<file path="src/rtl/uart_tx_framer.sv">
// UART transmitter: REQ/ACK word intake, bit-period divider and frame
// serialiser (start, data LSB first, optional parity, 1 or 2 stop bits).
//
// Ports:
//   CLK           clock
//   RST           synchronous active-high reset
//   TX_START_REQ  four-phase frame request
//   TX_DATA       word to send, sampled on the accept edge only
//   TX_START_ACK  handshake acknowledge
//   TX_BUSY       high whenever the framer is not IDLE
//   TX_DONE       one-cycle pulse on the first IDLE cycle after a frame
//   TXD           registered serial output, idles high
module uart_tx_framer #(
    parameter int DATA_BITS    = 8,
    parameter int PARITY       = 0,
    parameter int STOP_BITS    = 1,
    parameter int CLKS_PER_BIT = 1
) (
    input  logic                 CLK,
    input  logic                 RST,
    input  logic                 TX_START_REQ,
    input  logic [DATA_BITS-1:0] TX_DATA,
    output logic                 TX_START_ACK,
    output logic                 TX_BUSY,
    output logic                 TX_DONE,
    output logic                 TXD
);

    typedef enum logic [2:0] {
        IDLE,
        START,
        DATA,
        PAR,
        STOP
    } state_t;

    localparam int DIV_W =
        (CLKS_PER_BIT > 1) ? $clog2(CLKS_PER_BIT) : 1;
    localparam logic [DIV_W-1:0] DIV_LAST =
        DIV_W'(CLKS_PER_BIT - 1);
    localparam logic [3:0] DATA_LAST = 4'(DATA_BITS - 1);
    localparam logic [3:0] STOP_LAST = 4'(STOP_BITS - 1);

    state_t               state;
    logic [DATA_BITS-1:0] shreg;
    logic                 par_bit;
    logic [3:0]           bit_cnt;
    logic [DIV_W-1:0]     div_cnt;
    logic                 bit_end;

    assign bit_end = (div_cnt == DIV_LAST);

    always_ff @(posedge CLK) begin
        if (RST) begin
            state        <= IDLE;
            shreg        <= '0;
            par_bit      <= 1'b0;
            bit_cnt      <= '0;
            div_cnt      <= '0;
            TXD          <= 1'b1;
            TX_START_ACK <= 1'b0;
            TX_BUSY      <= 1'b0;
            TX_DONE      <= 1'b0;
        end else begin
            TX_DONE <= 1'b0;

            // ACK only falls once REQ has been seen low,
            // independent of where the frame is.
            if (TX_START_ACK && !TX_START_REQ)
                TX_START_ACK <= 1'b0;

            if (state == IDLE) begin
                if (TX_START_REQ && !TX_START_ACK) begin
                    shreg        <= TX_DATA;
                    par_bit      <= (PARITY == 1) ? ~^TX_DATA
                                                  : ^TX_DATA;
                    state        <= START;
                    TXD          <= 1'b0;
                    TX_START_ACK <= 1'b1;
                    TX_BUSY      <= 1'b1;
                    div_cnt      <= '0;
                    bit_cnt      <= '0;
                end
            end else if (!bit_end) begin
                div_cnt <= div_cnt + 1'b1;
            end else begin
                div_cnt <= '0;
                case (state)
                    START: begin
                        state   <= DATA;
                        TXD     <= shreg[0];
                        shreg   <= shreg >> 1;
                        bit_cnt <= '0;
                    end
                    DATA: begin
                        if (bit_cnt == DATA_LAST) begin
                            bit_cnt <= '0;
                            if (PARITY != 0) begin
                                state <= PAR;
                                TXD   <= par_bit;
                            end else begin
                                state <= STOP;
                                TXD   <= 1'b1;
                            end
                        end else begin
                            TXD     <= shreg[0];
                            shreg   <= shreg >> 1;
                            bit_cnt <= bit_cnt + 4'd1;
                        end
                    end
                    PAR: begin
                        state   <= STOP;
                        TXD     <= 1'b1;
                        bit_cnt <= '0;
                    end
                    STOP: begin
                        if (bit_cnt == STOP_LAST) begin
                            state   <= IDLE;
                            TX_DONE <= 1'b1;
                            TX_BUSY <= 1'b0;
                            bit_cnt <= '0;
                        end else begin
                            bit_cnt <= bit_cnt + 4'd1;
                        end
                    end
                    default: begin
                        state   <= IDLE;
                        TXD     <= 1'b1;
                        TX_BUSY <= 1'b0;
                    end
                endcase
            end
        end
    end

endmodule

</file>
<file path="config.mk">
export PLATFORM = sky130hd
export DESIGN_NAME = uart_tx_framer
export DESIGN_NICKNAME = d
export VERILOG_FILES = /design/src/rtl/uart_tx_framer.sv
export SDC_FILE = /design/constraint.sdc
export NUM_CORES = 1
export LEC_CHECK = 0
export CORE_MARGIN = 1
export CORE_UTILIZATION = 50
export DETAILED_ROUTE_END_ITERATION = 8
export PLACE_DENSITY = 0.78
export SYNTH_ARGS = -nofsm -noshare
export SYNTH_HDL_FRONTEND = slang
export SYNTH_SLANG_ARGS = --single-unit
</file>
<file path="constraint.sdc">
create_clock -name CLK -period 1.8 [get_ports CLK]
set_input_delay 0.36 -clock CLK [delete_from_list [all_inputs] [get_ports CLK]]
set_output_delay 0.36 -clock CLK [all_outputs]
set_load 0.05 [all_outputs]
</file>
==> reports/results.txt, run 1 <==
status: complete, no violations
Mapped Cells: 116
post-synthesis sequential area ratio: 0.361
met1 GRT Util: 0.298
Setup TNS: 0 ns
RSZ-0062 raised after global routing: false
die height: 47.9 µm
Avg Cell Area, Syn: 9.08 µm²
routed vias: 909
row count: 16
Critical Path AT: 1.87 ns
Critical Path RT: 2.00 ns
clk sinks: 19
DIE WIDTH: 47.9 µm
Max Slew Vio Count: 0
IO Port Bufs: 14
Final Core Density: 0.656
Die Area: 0.00229 mm²
Cell Pwr Density: 771 mW/mm²
final period utilization: 0.928
DRC Markers: 0
Hold Crit Class: register to register
CP Class: register to register
# hold bufs at CTS: 0
WL/cell: 13.4 µm
Hold Fails Final Rpt: 0
Worst setup SP type: register
Seq cells post-synth: 19
Total Routing Usage GR: 0.216
Initial Util: 0.537
Post-synth EDFFs: 0
gr ovfl total: 0
total core area: 0.00196 mm²
Synthesis Warnings: 0
HPWL Detailed: 1680 µm
initial antenna violation count: 0
Worst-Margin Slew: 0.505 ns
MaxCap Viol Count: 0
fraction of layout cells with a size suffix above 1: 0.234
largest net degree at the start of global routing: 13
Synth Flop Type: dfxtp_1
final WL: 2190 µm
H-tree Lvls: 1
Synth async-reset ratio: 0
vias in the first global route: 818
number of I/O pins: 15
endpoints failing setup: 0
DRT Pass-1 Iters: 4
commonest non-fill, non-tap cells in the layout: dfxtp_1 (19), nand2_1 (19), buf_4 (13)
GR met2 Demand/Resource: 0.327
Final nets: 151
Slew HR: 0.662
CP Capture Type: register
CTS Buffer Depth: 2
Syn-to-layout area delta: 22.1%
CP Max Fanout: 9
antenna-violating nets left: 0
highest clock rate: 0.599 GHz
minimum clock period: 1.67 ns
Worst-path clk slew: 0.11 ns
syn_nets: 129
Cell variety after synth: 42
most used routing layer: met2
1st-iter DRT viols: 12
worst skew pair latency: 0.29 ns
Post-Syn Area: 0.00105 mm²
Antenna Cells: 0
CTS tree: yes
CTS buffer count: 3
Worst VDD drop: 0.537 mV
vias per inst: 5.54
grt met3 use: 0.0453
leakage: 0.000490 µW
Root Driver: clkbuf_4
final clock skew: 0.00331 ns
global-route wire length before repair: 3500 µm
GPL Wtd Cong: 0.762
flip-flops by register name, summed over array words and instances (netlist names):
name,cells
TX_BUSY,1
shreg,8
TX_START_ACK,1
TX_DONE,1
TXD,1
state,3
bit_cnt,4
per-stage QoR:
stage	hold WS (ns)	setup WS, ns	std cells	area (µm²)	power, µW
4_1_cts	0.517	0.000432	164	1280	1000
3_5_place_dp	0.501	0.0585	160	1260	785
3_3_place_gp	0.491	0.0736	160	1260	777
2_1_floorplan	0.464	0.241	116	1050	693
5_1_grt	0.542	0.0617	164	1290	1040
6_report	0.514	0.129	164	1290	992
report_power, final:
part / internal (µW) / switching, µW / leakage, µW / total [µW]
Combinational: 137 / 146 / 0.000319 / 283
Sequential: 458 / 34.9 / 0.000156 / 493
Clock: 86.0 / 130 / 0.0000150 / 216
Total: 681 / 311 / 0.000490 / 992
area by class of cell:
cell class	count	area, µm²
Clock buffer	4	26.3
Fill cell	186	676
Inverter	3	11.3
Multi-Input combinational cell	86	604
Sequential cell	19	380
Tap cell	27	33.8
Timing Repair Buffer	25	230
cell usage after synthesis (3+ instances only):
cell type  number  share of area
dfxtp_1        19           0.36
nand2_1        19          0.068
a21oi_1         9          0.043
a311oi_2        7           0.10
nor2_1          7          0.025
nor3_1          5          0.024
buf_6           3          0.032
inv_1           3          0.011
nand3_1         3          0.014
timing repair:
| item | in CTS | in global routing |
|---|---|---|
| gates resized for setup | 0 | 1 |
| buffers inserted | 0 | 0 |
| endpoints found under the setup margin | 0 | 1 |
cell families (layout without fill, tap and decap cells):
group | after synthesis | in the layout | share of synthesized area
buffers and inverters | 11 | 32 | 0.0653
adders and majority gates | 2 | 2 | 0.0237
muxes | 1 | 1 | 0.00950
DFF | 19 | 19 | 0.361
AOI/OAI and AO/OA | 31 | 31 | 0.267
and+or+nand+nor | 52 | 52 | 0.273
per-layer routing:
metal	part of all wire	vias to the layer above	wire (µm)
met5	0	-	0
met4	0.019	0	42
met3	0.029	4	64
met2	0.47	14	1040
met1	0.48	427	1050
li1	-	464	-
critical path, cell delays in order, from the launching register on:
cell     delay, ns
dfxtp_1       0.41
ha_1          0.24
and3b_1       0.30
o21ai_4       0.07
buf_4         0.19
and4_1        0.19
o21ba_1       0.17
final timing paths:
check	slack (ns)	startpoint	depth (start not counted)	end
hold / removal	0.51	shreg[5]$_SDFFE_PP0P_	2	shreg[4]$_SDFFE_PP0P_
hold reg to reg	0.51	shreg[5]$_SDFFE_PP0P_	2	shreg[4]$_SDFFE_PP0P_
setup reg to reg	0.13	bit_cnt[0]$_SDFFE_PP0P_	6	shreg[7]$_SDFFE_PP0P_
setup / recovery	0.13	bit_cnt[0]$_SDFFE_PP0P_	6	shreg[7]$_SDFFE_PP0P_
Note: power is estimated with default switching activity, not from simulation.
==> run 2: changes to the inputs <==
- SKIP_CTS_REPAIR_TIMING: not set -> 1
==> results of run 2 <==
Final layout, timing and power as in run 1 (identical DEF).
==> run 3: changes to the inputs <==
- DONT_BUFFER_PORTS: not set -> 1
- PLACE_DENSITY: 0.78 -> 0.69
- RECOVER_POWER: not set -> 50
==> run 3 against run 2 <==
Compared with the run above: via count fell by 4.2%; clock-buffer cell count fell by 1; power fell by 5.6%; utilization fell by 9.9 points; setup slack improved by 0.044 ns; wire length fell by 8.5%; combinational power fell by 31%; first-iteration DRC count rose by 17%.
==> reports/results.txt, run 3 (synthesis results as in run 1) <==
Total Routing Usage GR: 0.194 (-0.0225)
Worst setup SP type: register
global-route wire length before repair: 3200 µm (-8.5%)
Hold Fails Final Rpt: 0 (unchanged)
routed vias: 871 (-4.2%)
Non-Filler Instances: 146 (-11%)
H-tree Lvls: 1 (unchanged)
DRC Markers: 0 (unchanged)
Worst-path clk slew: 0.12 ns (about the same)
Cell Pwr Density: 857 mW/mm² (+11%)
WL/cell: 13.7 µm (+2.8%)
number of I/O pins: 15 (unchanged)
reg2reg start: bit_cnt[0]$_SDFFE_PP0P_
status: complete, no violations
vias in the first global route: 752 (-8.1%)
fillers: 204 (+9.7%)
Worst VDD drop: 0.419 mV (-22%)
Syn-to-layout area delta: 3.68%
largest net degree at the start of global routing: 20 (+7)
Slew HR: 0.576 (-0.0868)
highest clock rate: 0.615 GHz (+2.7%)
R2R Setup Slk: 0.17 ns (+0.04 ns)
crit path from: bit_cnt[0]$_SDFFE_PP0P_
MaxCap Viol Count: 0 (unchanged)
final period utilization: 0.904 (-0.0245)
leakage: 0.000382 µW (-22%)
Critical Path RT: 1.99 ns (about the same)
HPWL Detailed: 1460 µm (-13%)
total core area: 0.00196 mm² (unchanged)
CTS buffer count: 3 (unchanged)
endpoints failing setup: 0 (unchanged)
1st-iter DRT viols: 14 (+2)
Final nets: 133 (-12%)
DIE WIDTH: 47.9 µm (unchanged)
Final Core Density: 0.557 (-0.0989)
placed insts: 142 (-11%)
vias per inst: 5.97 (+7.6%)
final clock skew: 0.00991 ns (+0.00660 ns)
Setup TNS: 0 ns (unchanged)
commonest non-fill, non-tap cells in the layout: dfxtp_1 (19), nand2_1 (19), a21oi_1 (9)
Post-DP Area: 0.00108 mm² (-14%)
worst skew pair latency: 0.31 ns (+0.02 ns)
GPL Wtd Cong: 0.790 (+3.7%)
fraction of layout cells with a size suffix above 1: 0.185 (-0.0487)
Largest regs: shreg (8), bit_cnt (4), state (3)
Hold Path Origin: RST
clk sinks: 19 (unchanged)
Worst-Margin Slew: 0.637 ns (+0.131 ns)
CTS Buffer Depth: 2 (unchanged)
Max Slew Vio Count: 0 (unchanged)
CP Max Fanout: 7 (-2)
minimum clock period: 1.63 ns (-0.0442 ns)
Die Area: 0.00229 mm² (unchanged)
Antenna Cells: 0 (unchanged)
CP Capture Type: register
largest reg by FF count: shreg
row count: 16 (unchanged)
final WL: 2010 µm (-8.5%)
initial antenna violation count: 0 (unchanged)
Initial Util: 0.537 (unchanged)
die height: 47.9 µm (unchanged)
Hold Crit Class: input pin to register
CP Class: register to register
Finished Cell Area: 0.00109 mm² (-15%)
Critical Path AT: 1.81 ns (-0.06 ns)
Root Driver: clkbuf_4
antenna-violating nets left: 0 (unchanged)
gr ovfl total: 0 (unchanged)
DRT Pass-1 Iters: 4 (unchanged)
IO Port Bufs: 0 (-14)
CTS tree: yes
RSZ-0062 raised after global routing: false
flip-flop count of the largest register after layout: 8 (unchanged)
==> run 3: changes by cell type in the layout (fill, tap and decap cells not counted), sizes merged <==
cell	delta
clkdlybuf4s50	-10
dlymetal6s2s	-1
clkbuf	+1
buf	-9
clkinv	+1
==> run 3: layer usage <==
metal | up-vias | global-route usage | share of wire
met2 | 11 | 0.295 | 0.46
met5 | - | 0 | 0
met3 | 5 | 0.0226 | 0.025
li1 | 432 | - | -
met1 | 423 | 0.275 | 0.50
met4 | 0 | 0.0833 | 0.017
==> run 3: final timing paths <==
path	end	cells past startpoint
max	shreg[1]$_SDFFE_PP0P_	5
min	shreg[4]$_SDFFE_PP0P_	1
max reg2reg	shreg[1]$_SDFFE_PP0P_	5
min reg2reg	shreg[6]$_SDFFE_PP0P_	2
==> run 3: stage by stage <==
| step | total power (µW) | hold slack (ns) | setup WS (ns) |
|---|---|---|---|
| after global placement | 715 | 0.430 | 0.215 |
| after floorplan | 693 | 0.464 | 0.241 |
| after global routing | 976 | 0.0927 | 0.0682 |
| after CTS | 941 | 0.0986 | 0.158 |
| final | 936 | 0.0956 | 0.174 |
| after detailed placement | 724 | 0.431 | 0.166 |
==> run 3: critical path: stages, from the launching register on <==
cell and delay, ns:
dfxtp_1 0.35, ha_1 0.24, and3b_1 0.25, o21ai_4 0.13
and2_1 0.38, a311oi_2 0.16
==> run 3: final cells by class <==
cell class,instances,area (µm²),share of cell area
multi-input cells,86,594,0.544
flip-flops and latches,19,380,0.348
repair buffers,7,45.0,0.0412
well taps,27,33.8,0.0309
clock buffers,3,22.5,0.0206
inverters,3,11.3,0.0103
clock inverters,1,5.00,0.00458
==> run 3: report_power, final <==
| part | internal (µW) | switching, µW | leakage, µW | total (µW) |
|---|---|---|---|---|
| combinational | 86.8 | 108 | 0.000208 | 195 |
| clock | 83.0 | 146 | 0.0000177 | 229 |
| sequential | 458 | 55.3 | 0.000156 | 513 |
| total | 627 | 309 | 0.000382 | 936 |
